`config.mk`:
```
export PLATFORM = sky130hd
export DESIGN_NAME = midi_tx_encoder_flat
export DESIGN_NICKNAME = d
export VERILOG_FILES = /design/src/rtl/midi_pkg.sv /design/src/rtl/midi_tx_encoder_if.sv /design/src/rtl/midi_rs_timer.sv /design/src/rtl/midi_tx_encoder.sv /design/src/flat_wrapper.sv
export SDC_FILE = /design/constraint.sdc
export NUM_CORES = 1
export LEC_CHECK = 0
export BUFFER_PORTS_ARGS = -buffer_cell sky130_fd_sc_hd__buf_2
export CORE_MARGIN = 2
export CORE_UTILIZATION = 38
export DETAILED_ROUTE_END_ITERATION = 10
export PLACE_DENSITY = 0.57
export SYNTH_ARGS = -nofsm -noshare
export SYNTH_HDL_FRONTEND = slang
export SYNTH_SLANG_ARGS = --single-unit
```
`constraint.sdc`:
```
create_clock -name clk96 -period 3.1 [get_ports clk96]
set_input_delay 0.465 -clock clk96 [delete_from_list [all_inputs] [get_ports clk96]]
set_output_delay 0.465 -clock clk96 [all_outputs]
set_load 0.05 [all_outputs]
```
`src/rtl/midi_pkg.sv`:
```
// Shared MIDI constants, event codes and encoder FSM states.
// Also holds the status-byte builder used by the transmit encoder.
package midi_pkg;

  localparam logic [3:0] MIDI_NOTE_OFF = 4'h8;
  localparam logic [3:0] MIDI_NOTE_ON  = 4'h9;
  localparam logic [3:0] MIDI_POLY_AT  = 4'hA;
  localparam logic [3:0] MIDI_PITCH    = 4'hE;

  typedef enum logic [1:0] {
    EVT_NOTE_OFF = 2'd0,
    EVT_NOTE_ON  = 2'd1,
    EVT_POLY_AT  = 2'd2,
    EVT_PITCH    = 2'd3
  } evt_type_t;

  typedef enum logic [1:0] {
    IDLE   = 2'd0,
    STATUS = 2'd1,
    DATA1  = 2'd2,
    DATA2  = 2'd3
  } tx_state_t;

  // Note-off may be folded onto the note-on status so it can share running status.
  function automatic logic [7:0] status_byte(input evt_type_t t, input logic [3:0] ch,
                                             input logic zero_vel);
    logic [3:0] nib;
    unique case (t)
      EVT_NOTE_OFF: nib = zero_vel ? MIDI_NOTE_ON : MIDI_NOTE_OFF;
      EVT_NOTE_ON:  nib = MIDI_NOTE_ON;
      EVT_POLY_AT:  nib = MIDI_POLY_AT;
      default:      nib = MIDI_PITCH;
    endcase
    return {nib, ch};
  endfunction

endpackage

```
`src/rtl/midi_tx_encoder_if.sv`:
```
// Event-request and UART byte-handshake bundle for the MIDI transmit encoder.
// master = event source / UART side, slave = encoder.
interface midi_tx_encoder_if;
  logic        evt_valid;
  logic        evt_ready;
  logic [1:0]  evt_type;
  logic [3:0]  channel;
  logic [6:0]  note;
  logic [6:0]  velocity;
  logic [13:0] bend;
  logic [7:0]  tx_data;
  logic        tx_valid;
  logic        tx_ready;

  modport master (
    output evt_valid, evt_type, channel, note, velocity, bend, tx_ready,
    input  evt_ready, tx_data, tx_valid
  );

  modport slave (
    input  evt_valid, evt_type, channel, note, velocity, bend, tx_ready,
    output evt_ready, tx_data, tx_valid
  );
endinterface

```
`src/rtl/midi_rs_timer.sv`:
```
// Running-status window: opens when a status byte is sent, closes RS_TIMEOUT cycles later.
// expire flags the closing cycle so acceptance logic can let expiry win.
module midi_rs_timer #(
  parameter int RS_TIMEOUT = 28_800_000
) (
  input  logic clk96,
  input  logic rst,
  input  logic clear,
  input  logic enable,
  output logic open,
  output logic expire
);

  localparam int CNT_W = (RS_TIMEOUT > 1) ? $clog2(RS_TIMEOUT) : 1;

  logic [CNT_W-1:0] cnt;

  assign expire = open && (cnt == CNT_W'(RS_TIMEOUT - 1));

  always_ff @(posedge clk96) begin
    if (rst) begin
      open <= 1'b0;
      cnt  <= '0;
    end else if (clear) begin
      open <= enable;
      cnt  <= '0;
    end else if (expire) begin
      open <= 1'b0;
      cnt  <= '0;
    end else if (open) begin
      cnt <= cnt + 1'b1;
    end
  end

endmodule

```
`src/rtl/midi_tx_encoder.sv`:
```
// Serialises note/controller events into MIDI status + data bytes for the UART,
// with optional running-status compression.
module midi_tx_encoder
  import midi_pkg::*;
#(
  parameter bit RUNNING_STATUS       = 1'b1,
  parameter int RS_TIMEOUT           = 28_800_000,
  parameter bit NOTE_OFF_AS_ZERO_VEL = 1'b0
) (
  input  logic               clk96,
  input  logic               rst,
  midi_tx_encoder_if.slave   link
);

  tx_state_t   state, next_state;
  logic [7:0]  tx_data_r, next_tx_data;
  logic        tx_valid_r, next_tx_valid;
  logic        accept, rs_clear;
  logic        rs_open, rs_expire, rs_live;
  logic [7:0]  last_status;
  logic [7:0]  evt_status;

  evt_type_t   type_q;
  logic [6:0]  note_q;
  logic [6:0]  vel_q;
  logic [13:0] bend_q;
  logic [7:0]  status_q;
  logic [7:0]  data1_byte, data2_byte;

  assign link.evt_ready = (state == IDLE) && !rst;
  assign link.tx_data   = tx_data_r;
  assign link.tx_valid  = tx_valid_r;

  assign evt_status = status_byte(evt_type_t'(link.evt_type), link.channel, NOTE_OFF_AS_ZERO_VEL);
  assign rs_live    = rs_open && !rs_expire;

  assign data1_byte = (type_q == EVT_PITCH) ? {1'b0, bend_q[6:0]} : {1'b0, note_q};

  always_comb begin
    data2_byte = {1'b0, vel_q};
    if (type_q == EVT_PITCH)
      data2_byte = {1'b0, bend_q[13:7]};
    else if (type_q == EVT_NOTE_OFF && NOTE_OFF_AS_ZERO_VEL)
      data2_byte = 8'h00;
  end

  midi_rs_timer #(.RS_TIMEOUT(RS_TIMEOUT)) u_rs_timer (
    .clk96  (clk96),
    .rst    (rst),
    .clear  (rs_clear),
    .enable (RUNNING_STATUS),
    .open   (rs_open),
    .expire (rs_expire)
  );

  // A state first presents its byte; on transfer it advances and presents the next one.
  always_comb begin
    next_state    = state;
    next_tx_data  = tx_data_r;
    next_tx_valid = tx_valid_r;
    accept        = 1'b0;
    rs_clear      = 1'b0;
    unique case (state)
      IDLE: begin
        if (link.evt_valid) begin
          accept = 1'b1;
          if (RUNNING_STATUS && rs_live && evt_status == last_status)
            next_state = DATA1;
          else
            next_state = STATUS;
        end
      end
      STATUS: begin
        if (!tx_valid_r) begin
          next_tx_valid = 1'b1;
          next_tx_data  = status_q;
        end else if (link.tx_ready) begin
          rs_clear     = 1'b1;
          next_state   = DATA1;
          next_tx_data = data1_byte;
        end
      end
      DATA1: begin
        if (!tx_valid_r) begin
          next_tx_valid = 1'b1;
          next_tx_data  = data1_byte;
        end else if (link.tx_ready) begin
          next_state   = DATA2;
          next_tx_data = data2_byte;
        end
      end
      default: begin
        if (!tx_valid_r) begin
          next_tx_valid = 1'b1;
          next_tx_data  = data2_byte;
        end else if (link.tx_ready) begin
          next_state    = IDLE;
          next_tx_valid = 1'b0;
        end
      end
    endcase
  end

  always_ff @(posedge clk96) begin
    if (rst) begin
      state       <= IDLE;
      tx_valid_r  <= 1'b0;
      tx_data_r   <= 8'h00;
      last_status <= 8'h00;
    end else begin
      state      <= next_state;
      tx_valid_r <= next_tx_valid;
      tx_data_r  <= next_tx_data;
      if (rs_clear)
        last_status <= status_q;
    end
  end

  always_ff @(posedge clk96) begin
    if (accept) begin
      type_q   <= evt_type_t'(link.evt_type);
      note_q   <= link.note;
      vel_q    <= link.velocity;
      bend_q   <= link.bend;
      status_q <= evt_status;
    end
  end

endmodule

```
`src/flat_wrapper.sv`:
```
// flat-port wrapper written by rule: the top's interface ports become plain ports
module midi_tx_encoder_flat import midi_pkg::*;
#(
  parameter bit RUNNING_STATUS       = 1'b1,
  parameter int RS_TIMEOUT           = 28_800_000,
  parameter bit NOTE_OFF_AS_ZERO_VEL = 1'b0
)
  (clk96, rst, link_evt_valid, link_evt_type, link_channel, link_note, link_velocity, link_bend, link_tx_ready, link_evt_ready, link_tx_data, link_tx_valid);
  midi_tx_encoder_if link_i ();
  input  logic clk96;
  input  logic rst;
  input wire logic [$bits(link_i.evt_valid)-1:0] link_evt_valid;
  input wire logic [$bits(link_i.evt_type)-1:0] link_evt_type;
  input wire logic [$bits(link_i.channel)-1:0] link_channel;
  input wire logic [$bits(link_i.note)-1:0] link_note;
  input wire logic [$bits(link_i.velocity)-1:0] link_velocity;
  input wire logic [$bits(link_i.bend)-1:0] link_bend;
  input wire logic [$bits(link_i.tx_ready)-1:0] link_tx_ready;
  output wire logic [$bits(link_i.evt_ready)-1:0] link_evt_ready;
  output wire logic [$bits(link_i.tx_data)-1:0] link_tx_data;
  output wire logic [$bits(link_i.tx_valid)-1:0] link_tx_valid;
  assign link_i.evt_valid = link_evt_valid;
  assign link_i.evt_type = link_evt_type;
  assign link_i.channel = link_channel;
  assign link_i.note = link_note;
  assign link_i.velocity = link_velocity;
  assign link_i.bend = link_bend;
  assign link_i.tx_ready = link_tx_ready;
  assign link_evt_ready = link_i.evt_ready;
  assign link_tx_data = link_i.tx_data;
  assign link_tx_valid = link_i.tx_valid;
  midi_tx_encoder #(.RUNNING_STATUS(RUNNING_STATUS), .RS_TIMEOUT(RS_TIMEOUT), .NOTE_OFF_AS_ZERO_VEL(NOTE_OFF_AS_ZERO_VEL)) u_core (.clk96(clk96), .rst(rst), .link(link_i));
endmodule
```
; Yosys cells after proc, flatten, opt, wreduce, memory -nomap -nowiden
; Index checks and enable logic that the tools add are counted.
[totals]
reg_bits = 83
latch_bits = 0
ram_bits = 0
mem_bits_ro = 0
in_bits = 38
output_inout_bits = 10
elab_cells = 71
n_memories = 0
[classes]
addsub = 1
n_mul = 0
div_mod_pow = 0
n_lt_le_gt_ge = 0
n_eq_ne = 15
n_shift = 0
muxes = 28
bitwise_logic = 1
reduce_logical = 15
[op_table]
columns = cell, count
row1 = 8-bit two-way mux, 5
row2 = "25-bit by 1-bit adder with 25-bit output, second input constant", 1
row3 = "25-bit == test, second input constant", 1
row4 = 8-bit case mux with 3 select lines, 1
row5 = 2-bit two-way mux, 8
row6 = 7-bit two-way mux, 2
row7 = 1-bit two-way mux, 9
row8 = "3-bit inequality test, second input constant", 3
row9 = 3-bit case mux with 3 select lines, 1
row10 = 8-bit == test, 1
row11 = 7-bit AND reduction, 1
row12 = "2-bit == test, second input constant", 3
row13 = "2-bit inequality test, second input constant", 3
row14 = 2-bit case mux with 3 select lines, 1
row15 = 2-bit nonzero test, 3
row16 = "2-bit by 1-bit == test with 1-bit output, second input constant", 2
row17 = 1-bit logical AND, 4
row18 = 2-bit logical NOT, 2
row19 = "2-bit by 1-bit inequality test with 1-bit output, second input constant", 2
row20 = 4-bit AND reduction, 1
row21 = 3-bit OR reduction, 1
row22 = 1-bit logical NOT, 2
row23 = 1-bit case mux with 2 select lines, 1
row24 = 2-bit OR reduction, 1
row25 = 1-bit NOT, 1

; Logic depth before layout (Yosys ltp)
[depth]
ltp_word = 8
mapped_depth = 8
mapped_depth_nobuf = 7

; By module
; A second synthesis with hierarchy kept.
[hier_totals]
hier_cells = 354
area_unflattened_um2 = 3712.3
[modules_own_cells]
columns = module, instances, cells_per_inst, area_each_um2, seq_area_each_um2
row1 = midi_tx_encoder, 1, 207, 2427.3, 1491.4
row2 = midi_rs_timer, 1, 147, 1285.0, 520.5

; Least setup slack after synthesis
; OpenSTA, ideal clock, no wires.
[synth_timing]
kind = register to register
start = register u_core.state[1]
end = register u_core.bend_q[0] (enable)
setup_time_ns = 0.432
arrival_ns = 2.350
required_time_ns = 2.668
slack_ns = 0.318
path_stages_with_launch = 5
n_path_buf = 0
synth_period_minus_slack_ns = 2.782
path_cell_list = dfxtp_1 inv_1 ha_1 inv_1 nor2_1
[synth_between]
elab_chain_len = 2
[synth_lines]
columns = element, line
row1 = from (decl), midi_tx_encoder.sv:15  ; tx_state_t state, next_state;
row2 = from (signal assigned), midi_tx_encoder.sv:111  ; state <= next_state;
row3 = 2-bit logical NOT, midi_tx_encoder.sv:63  ; unique case (state)
row4 = 1-bit two-way mux, midi_tx_encoder.sv:63
row5 = named net u_core.accept, midi_tx_encoder.sv:18  ; logic accept, rs_clear;
row6 = to (signal assigned), midi_tx_encoder.sv:124  ; bend_q <= link.bend;
row7 = to (decl), midi_tx_encoder.sv:26  ; logic [13:0] bend_q;
; The timed path passes the listed nets, and every way through them passes these cells.
; A chain may end at the register's enable or synchronous reset.

; Worst setup path in the final report
[layout_timing]
start = register u_core.state[0]
end = register u_core.tx_data_r[4], in the netlist u_core.link.tx_data[4]
[layout_between]
elab_chain_len = 3
word_cells_on_any_way = 9
classes_between = eq/ne (5) / mux (1) / bitwise (1) / reduce/logical (2)
[layout_lines]
columns = element, line
row1 = "2-bit by 1-bit == test with 1-bit output, or another cell as far along", midi_tx_encoder.sv:63
row2 = 3-bit inequality test (no line) / 1-bit NOT (equally long branches), n/a
row3 = 4-bit AND reduction (no line), n/a
row4 = to (signal assigned), midi_tx_encoder.sv:113  ; tx_data_r <= next_tx_data;
row5 = to (decl), midi_tx_encoder.sv:16  ; logic [7:0] tx_data_r, next_tx_data;
; Several ways; a longest one is shown, not always the timed one.

==> results.yml <==
grt:
  grt_first_pass_wirelength_um: 13200
  grt_start_max_net_pins: 30
  grtUsageTotal_pct: 16.2
  grt_pass1_vias: 2612
  grt_use_met3_pct: 3.39
  grt_use_met1_pct: 24.1
  top_usage_layer: "met1"
  met2_usage_pct: 23.0
  grt_overflow: 0
  grt_antenna_before_repair: 0
synth:
  synthAdderAreaFrac_pct: 1.69
  synth_cell_type_count: 51
  synth_area_um2: 3700
  syn_inst: 342
  ys_ff_latch: 82
  yosysSeqAreaShare_pct: 54.4
  ys_warn_count: 0
  syn-num-nets: 385
  synth_compound_area_share_pct: 12.5
  synthSimpleGateAreaFrac_pct: 20.7
  synth_top_family_by_area: "simple AND/OR/NAND/NOR gates"
  synthXorXnorAreaFrac_pct: 6.16
  avgSynthCellArea_um2: 10.8
  synth.area.mux_share_pct: 1.69
cts:
  post_cts_buffers: 0
  cts_buffer_depth: 2
  clock_sink_count: 82
  htree_levels: 3
  cts_buffers: 9
  holdBufCountCts: 0
  clock_latency_ns: 0.36
  ctsRootBufferMaster: "clkbuf_8"
  tritoncts: "done"
  clkTransAtPathRegs_ns: 0.10
  ctsResizeCount: 0
final_layout:
  ff_latch_area_um2: 2010
  utilization_pct: 45.3
  antenna_cells: 0
  drive_gt1_share_pct: 20.7
  area_growth_pct: 14.3
  final_cell_mix: "48 x nor2_1, 47 x buf_2, 45 x dfxtp_1, 37 x edfxtp_1, 29 x nand2_1"
  nFillCells: 883
  layout.nets: 429
  multi_input_area_um2: 1590
  layout_commonest_cell: "nor2_1"
critical_path:
  critPathArrivalTime_ns: 2.78
  start_kind: "flip-flop"
  critical_path_class: "flip-flop to flip-flop"
  endpoint_kind: "flip-flop"
  cp.required_ns: 3.37
  cp_max_fo: 24
floorplanning:
  core_area_um2: 9330
  die_area_um2: 10500
  start_util_pct: 39.6
  ioPinCount: 48
  rows: 35
  die_w_um: 103
  chipHeight_um: 103
route:
  post_drt_wl_per_cell_um: 15.3
  drt_wl_total_um: 7970
  drtIter0Drc: 192
  vias: 2732
  via_per_inst: 5.25
  drtPass1Iterations: 7
  postRouteAntennaNets: 0
  detail_route.drc_violations: 0
sta:
  grt_setup_unrepaired: "no"
  fin_tns_setup_ns: 0
  maxSlewViolCount: 0
  setup_violations: 0
  timing.fmax_mhz: 399
  finalCritPeriodShare_pct: 80.9
  hold_viol: 0
  fin_worst_skew_ns: 0.00733
  slew-limit-headroom_pct: 56.6
  worst_pin_slew_ns: 0.651
  min_period_ns: 2.51
placed_design:
  place_hpwl_um: 5570
  io_buffers: 47
  place_congestion: 0.844
run:
  drv_cap: 0
outcome:
  status: "complete, no violations"
hold_path:
  min_path_type: "input pin to flip-flop"
power:
  p_per_area_nw_per_um2: 815
  p_leak_nw: 1.55
  ir_worst_vdd_v: 0.000316
## cells in the mapped netlist (all sizes together)
cell type | n | area share, %
nor3b | 1 | 0.34
nand3b | 1 | 0.20
a222oi | 6 | 1.6
a22oi | 1 | 0.20
nand4 | 13 | 2.9
a211oi | 7 | 1.4
a32oi | 1 | 0.24
or3 | 1 | 0.30
a21oi | 16 | 2.3
a32o | 13 | 3.5
nand4b | 1 | 0.24
o21bai | 1 | 0.51
o21ai | 1 | 0.14
and2 | 9 | 1.5
clkbuf | 6 | 0.61
edfxtp | 37 | 30
o22ai | 1 | 0.17
a21bo | 1 | 0.27
nor4 | 3 | 0.91
mux2i | 4 | 1.1
nor3 | 7 | 1.4
and4b | 1 | 0.27
and4 | 1 | 0.24
buf | 9 | 1.5
xnor2 | 13 | 3.1
inv | 8 | 0.81
and3 | 9 | 1.6
a21o | 1 | 0.20
nor4b | 1 | 0.41
ha | 5 | 1.7
nand3 | 13 | 1.8
nor2 | 49 | 5.0
dfxtp | 45 | 24
a221oi | 7 | 1.7
mux2 | 2 | 0.61
xor2 | 13 | 3.1
nand2b | 2 | 0.34
nor2b | 2 | 0.34
a311oi | 1 | 0.24
nand2 | 29 | 2.9
## flip-flops by register name, indices dropped and copies added, names as in the netlist
name and cells:
u_core.note_q 7, u_core.u_rs_timer.open 1, u_core.state 2, u_core.vel_q 7, u_core.link.tx_data 8, u_core.status_q 7
u_core.link.tx_valid 1, u_core.u_rs_timer.cnt 25, u_core.last_status 8, u_core.type_q 2, u_core.bend_q 14
## through the flow
step / power [mW] / cells / hold WS (ns) / setup slack (ns) / cell area [um2]
3_5_place_dp: 2.72 / 504 / 0.452 / 0.652 / 4030
6_report: 3.44 / 520 / 0.276 / 0.592 / 4220
2_1_floorplan: 2.43 / 342 / 0.440 / 0.318 / 3700
5_1_grt: 3.65 / 520 / 0.261 / 0.394 / 4220
3_3_place_gp: 2.72 / 504 / 0.451 / 0.745 / 4030
4_1_cts: 3.47 / 520 / 0.267 / 0.614 / 4220
## logic make-up after synthesis
| group | Yosys count |
|---|---|
| XOR/XNOR | 26 |
| multiplexers | 6 |
| AO/OA/AOI/OAI | 57 |
| flip-flops | 82 |
| AND/OR/NAND/NOR | 143 |
| adder cells (fa/ha/maj) | 5 |
| buffers and inverters | 23 |
## layer usage
layer | up-vias | share of wire, %
met5 | - | 0
met4 | 0 | 1.5
met3 | 10 | 4.3
met2 | 60 | 43
met1 | 1308 | 51
li1 | 1354 | -
## final cells by class
type / count / share of cell area, %
inverters: 8 / 0.711
multi-input cells: 237 / 37.5
clock buffers: 9 / 2.93
well taps: 129 / 3.82
repair buffers: 48 / 5.75
flip-flops and latches: 82 / 47.6
clock inverters: 7 / 1.60
## report_power, final
group / switching (mW) / internal (mW)
Combinational: 0.816 / 0.427
Sequential: 0.123 / 1.33
Clock: 0.434 / 0.312
## worst paths after layout
| kind | endpoint | slack (ns) | depth (start not counted) | start |
|---|---|---|---|---|
| worst max-delay path | u_core.link.tx_data[4] | 0.59 | 6 | u_core.state[0] |
| worst min-delay path | u_core.vel_q[3] | 0.28 | 1 | link_velocity[3] |
| worst max register to register | u_core.link.tx_data[4] | 0.59 | 6 | u_core.state[0] |
| worst min register to register | u_core.link.tx_data[7] | 0.47 | 2 | u_core.link.tx_data[7] |
## critical path, stage by stage, from the launching register on
cell and delay, ns:
dfxtp_1 0.40, inv_1 0.09, ha_1 0.71, inv_2 0.22
nor3b_2 0.54, a221oi_1 0.18, a211oi_1 0.28
No activity file was read; power rests on OpenSTA's default activity.
